`config.mk`:
```
export PLATFORM = sky130hd
export DESIGN_NAME = mem_wb_reg
export DESIGN_NICKNAME = d
export VERILOG_FILES = /design/src/rtl/mips_pkg.sv /design/src/rtl/mem_wb_reg.sv
export SDC_FILE = /design/constraint.sdc
export NUM_CORES = 1
export LEC_CHECK = 0
export CAP_MARGIN = 10
export CORE_MARGIN = 2
export CORE_UTILIZATION = 40
export DETAILED_ROUTE_END_ITERATION = 6
export PLACE_DENSITY = 0.79
export SLEW_MARGIN = 20
export SYNTH_ARGS = -nofsm -noshare
export SYNTH_HDL_FRONTEND = slang
export SYNTH_SLANG_ARGS = --single-unit
```
`constraint.sdc`:
```
create_clock -name clk -period 3.15 [get_ports clk]
set_input_delay 0.4725 -clock clk [delete_from_list [all_inputs] [get_ports clk]]
set_output_delay 0.4725 -clock clk [all_outputs]
set_load 0.03 [all_outputs]
```
`src/rtl/mips_pkg.sv`:
```
// Shared MIPS pipeline definitions: datapath widths, the write-back control
// bundle that travels EX/MEM -> MEM/WB, and the register-write predicate.
package mips_pkg;

   localparam int DATA_W = 32;
   localparam int REG_AW = 5;

   typedef struct packed {
      logic memtoreg;
      logic regwrite;
   } wb_ctrl_t;

   // A write to $zero is architecturally a no-op, so it never counts as a write.
   function automatic logic is_reg_write(input logic valid,
                                         input logic regwrite,
                                         input logic [REG_AW-1:0] rd);
      return valid & regwrite & (rd != '0);
   endfunction

endpackage

```
`src/rtl/mem_wb_reg.sv`:
```
// MEM/WB pipeline register: captures the MEM-stage result and drives the
// register-file write port, the WB->EX forwarding path and a retired counter.
module mem_wb_reg #(
   parameter int DATA_W = mips_pkg::DATA_W,
   parameter int REG_AW = mips_pkg::REG_AW,
   parameter int CNT_W  = 32
) (
   input  logic              clk,
   input  logic              rst,
   input  logic              stall,
   input  logic              flush,
   input  logic              mem_valid,
   input  logic              mem_memtoreg,
   input  logic              mem_regwrite,
   input  logic [DATA_W-1:0] mem_alu_result,
   input  logic [DATA_W-1:0] mem_read_data,
   input  logic [REG_AW-1:0] mem_rd,
   output logic              wb_valid,
   output logic              wb_we,
   output logic [REG_AW-1:0] wb_rd,
   output logic [DATA_W-1:0] wb_data,
   output logic              fwd_en,
   output logic [REG_AW-1:0] fwd_rd,
   output logic [DATA_W-1:0] fwd_data,
   output logic [CNT_W-1:0]  retired_count
);
   import mips_pkg::wb_ctrl_t;
   import mips_pkg::is_reg_write;

   logic              validQ;
   wb_ctrl_t          ctrlQ;
   logic [REG_AW-1:0] rdQ;
   logic [DATA_W-1:0] aluQ;
   logic [DATA_W-1:0] readQ;
   logic              writtenQ;
   logic [CNT_W-1:0]  retiredQ;
   logic              writeCond;

   assign writeCond = is_reg_write(validQ, ctrlQ.regwrite, rdQ);

   // Control priority each edge is flush > stall > load; both are level
   // signals from the hazard unit, there is no back-pressure handshake.
   always_ff @(posedge clk or posedge rst) begin
      if (rst) begin
         validQ   <= 1'b0;
         ctrlQ    <= '0;
         rdQ      <= '0;
         aluQ     <= '0;
         readQ    <= '0;
         writtenQ <= 1'b0;
         retiredQ <= '0;
      end else if (flush) begin
         validQ   <= 1'b0;
         ctrlQ    <= '0;
         rdQ      <= '0;
         aluQ     <= '0;
         readQ    <= '0;
         writtenQ <= 1'b0;
      end else if (stall) begin
         // Once the held instruction has written, later stall cycles must not rewrite.
         if (writeCond) begin
            writtenQ <= 1'b1;
         end
      end else begin
         validQ         <= mem_valid;
         ctrlQ.memtoreg <= mem_memtoreg;
         ctrlQ.regwrite <= mem_regwrite;
         rdQ            <= mem_rd;
         aluQ           <= mem_alu_result;
         readQ          <= mem_read_data;
         writtenQ       <= 1'b0;
         if (mem_valid) begin
            retiredQ <= retiredQ + CNT_W'(1);
         end
      end
   end

   assign wb_valid      = validQ;
   assign wb_rd         = rdQ;
   assign wb_data       = ctrlQ.memtoreg ? readQ : aluQ;
   assign wb_we         = writeCond & ~writtenQ;
   assign fwd_en        = writeCond;
   assign fwd_rd        = rdQ;
   assign fwd_data      = wb_data;
   assign retired_count = retiredQ;

endmodule
```
==> results.md, run 1 <==
- Run status: finished, final reports clean
- RSZ-0062 raised after global routing: false
- Fin crit share: 0.857
- Skew-Pair Late Insertion Delay: 340 ps
- Syn avg cell area: 11.6 um^2
- Critical path's slowest cell: clkdlybuf4s50_1
- First-pass GRT wire length: 19700 um
- Post-synthesis sequential element count: 105
- Chip height: 116 um
- HP Class: register to register
- DRT antenna net count: 0
- Final hold slack: 490 ps
- Leakage power: 0.00318 uW
- Width of the die: 116 um
- N_diodes: 0
- Setup TNS Final: 0 ps
- Final WL: 12200 um
- Synth Instances: 433
- Crit. End Element: output pin
- Worst Path Required: 2680 ps
- Power density cells: 485 nW/um^2
- Layout area overhead: 40.9%
- Initial DRC Count: 210
- Max_cap viols: 0
- Post-Synth XOR/XNOR Area: 0.0540
- Initial antenna violation count: 0
- Min cycle time layout: 2700 ps
- Core ar.: 12100 um^2
- Share of cells above drive strength 1: 0.100
- CP max stage delay: 620 ps
- Fillers: 1026
- Wire per inst: 16.3 um
- Starting Density: 0.415
- Post-route DRC violation count: 0
- PostCTS Resize Cnt: 0
- Peak VDD IR: 0.262 mV
- Post-synth top area share: 0.523
- Post-DP HPWL: 8690 um
- # IOs: 185
- Worst path arrival time: 2230 ps
- CTS tree: done
- Ranking of synthesized cells by area: dfrtp_1 52%, mux2i_1 14%, mux2_2 7.4%
- Vias per inst: 4.97
- Final hold violation count: 0
- Worst-path cell chain: or3_1 -> o311a_1 -> nor2b_1 -> clkdlybuf4s50_1
- Pin slew with the least headroom to its limit: 795 ps
- Synth Area in Adders: 0.00249
- Clock sinks: 105
- Multi-input logic area: 2020 um^2
- Post-synthesis sequential area ratio: 0.523
- Simple-Gate Fraction of Synth Area: 0.127
- Reg area: 2630 um^2
- Top-count cell post-synth: dfrtp_1
- Final RePlAce weighted congestion: 0.798
- Compound-Gate Fraction of Synth Area: 0.00199
- Most frequent cells after synthesis: 105 x dfrtp_1, 75 x nor2_1, 72 x mux2i_1, 37 x buf_4, 33 x mux2_2
- Crit path launch type: register
- Num rows: 40
- Cts hold-fix bufs: 0
- Fin Clk Skew: 1.99 ps
- Post-synthesis net count: 510
- Vias after detailed routing: 3710
- Die area: 13500 um^2
- Main synth FF type: dfrtp_1
- Number of CTS-inserted buffers: 9
- Total GRT Usage: 0.187
- DRT Pass-1 Iters: 4
- Largest family of logic cells by synthesized area: multiplexers
- NumNets Final: 654
- Grt ovf: 0
- Max clock buf depth: 2
- Max H-tree Level: 3
- Peak fanout along the critical path: 4
- Fmax: 370 MHz
- Yosys Warn Count: 0
- Vias in the first global route: 3854
- Post-CTS Setup Inserts: 0
- Rel. slew slack: 0.470
- Clk Tree Root Cell: clkbuf_16
- Number of synthesized flops with an enable pin: 0
- Async SR Flop Fraction: 1.00
- Area leader, netlist: dfrtp_1
- Clk pin slew, worst setup/hold paths: 60 ps
- Port-buffer cells: 184
- Final setup fails: 0
- Mapped Area: 5020 um^2
- Pin count of the biggest net entering global routing: 75
- Kind of critical path: register to output pin
- Multiplexer share of the synthesized area: 0.217
- Pins Over Slew Limit: 0
- Cell variety after synth: 28
-- final timing paths --
path | slack [ps] | end | cells after the start | from
setup / recovery | 450 | wb_we | 4 | fwd_rd[0]$_DFFE_PP0P_
hold / removal | 490 | retired_count[22]$_DFFE_PP0P_ | 1 | retired_count[22]$_DFFE_PP0P_
setup reg to reg | 1100 | retired_count[19]$_DFFE_PP0P_ | 4 | retired_count[2]$_DFFE_PP0P_
hold reg to reg | 490 | retired_count[22]$_DFFE_PP0P_ | 1 | retired_count[22]$_DFFE_PP0P_
max in group asynchronous | 1890 | aluQ[6]$_DFFE_PP0P_ | 3 | rst
min in group asynchronous | 540 | fwd_rd[1]$_DFFE_PP0P_ | 2 | rst
-- power breakdown --
| group | total, uW | internal (uW) | switching (uW) |
|---|---|---|---|
| logic | 764 | 361 | 404 |
| clock network | 1170 | 705 | 464 |
| registers | 1500 | 1430 | 70.1 |
-- state kept, by name, summed over array words and instances, names as in the netlist --
register,cells
retired_count,32
fwd_rd,5
readQ,32
wb_valid,1
ctrlQ,2
writtenQ,1
aluQ,32
-- area by class of cell --
type,instances,share of cell area
clock inverter,3,0.00954
tap,168,0.0297
multi-input combinational,268,0.286
timing repair buffer,191,0.268
clock buffer,10,0.0338
sequential,105,0.371
inverter,2,0.00159
-- cells in the final DEF (no fill, tap or decap), drive strengths merged --
master / instances
and2: 1
and3: 6
and4: 6
buf: 9
bufinv: 2
clkbuf: 10
clkdlybuf4s50: 182
clkinvlp: 2
dfrtp: 105
ha: 1
inv: 1
mux2: 33
mux2i: 72
nand2: 7
nand3: 14
nand4: 11
nand4bb: 1
nor2: 75
nor2b: 1
nor3: 1
nor3b: 2
nor4: 2
nor4bb: 1
o311a: 1
or3: 1
or3b: 1
xnor2: 29
xor2: 2
-- metal layers --
layer | up-vias | share of wire | GRT usage
met2 | 155 | 0.48 | 0.314
li1 | 1715 | - | -
met5 | - | 0 | 0
met3 | 14 | 0.073 | 0.0397
met1 | 1826 | 0.43 | 0.244
met4 | 0 | 0.014 | 0.0611
-- metrics by stage --
stage	power, uW	std cells	utilization	instance area [um^2]	setup slack [ps]
after global routing	3590	747	0.585	7080	406
after CTS	3480	747	0.585	7080	427
after global placement	2280	734	0.559	6770	653
after floorplan	1990	433	-	5030	1090
final	3430	747	0.585	7080	451
after detailed placement	2300	734	0.559	6770	575
-- critical path: cells and delay by family, from the launching register on --
| family | cells | cell delay, ps |
|---|---|---|
| buf+inv | 1 | 620 |
| simple gates | 2 | 520 |
| flops | 1 | 410 |
| compound gates | 1 | 340 |
-- cells by family (layout without fill, tap and decap cells) --
| group | count (synthesis) | count (layout) |
|---|---|---|
| adder cells (fa/ha/maj) | 1 | 1 |
| AO/OA/AOI/OAI | 1 | 1 |
| buffers and inverters | 60 | 206 |
| AND/OR/NAND/NOR | 130 | 130 |
| XOR/XNOR | 31 | 31 |
| multiplexers | 105 | 105 |
| flip-flops | 105 | 105 |
(Power assumes the default switching activity.)
==> run 2: changes to the inputs <==
--- a/config.mk
+++ b/config.mk
@@ -10,6 +10,7 @@
 export CORE_UTILIZATION = 40
 export DETAILED_ROUTE_END_ITERATION = 6
 export PLACE_DENSITY = 0.79
+export SETUP_SLACK_MARGIN = 0.05
 export SLEW_MARGIN = 20
 export SYNTH_ARGS = -nofsm -noshare
 export SYNTH_HDL_FRONTEND = slang
==> results of run 2 <==
Final layout, timing and power as in run 1 (identical DEF).
==> run 3: changes to the inputs <==
--- a/config.mk
+++ b/config.mk
@@ -10,7 +10,6 @@
 export CORE_UTILIZATION = 40
 export DETAILED_ROUTE_END_ITERATION = 6
 export PLACE_DENSITY = 0.79
-export SETUP_SLACK_MARGIN = 0.05
 export SLEW_MARGIN = 20
 export SYNTH_ARGS = -nofsm -noshare
 export SYNTH_HDL_FRONTEND = slang
==> results of run 3 <==
Final layout, timing and power as in run 1 (identical DEF).
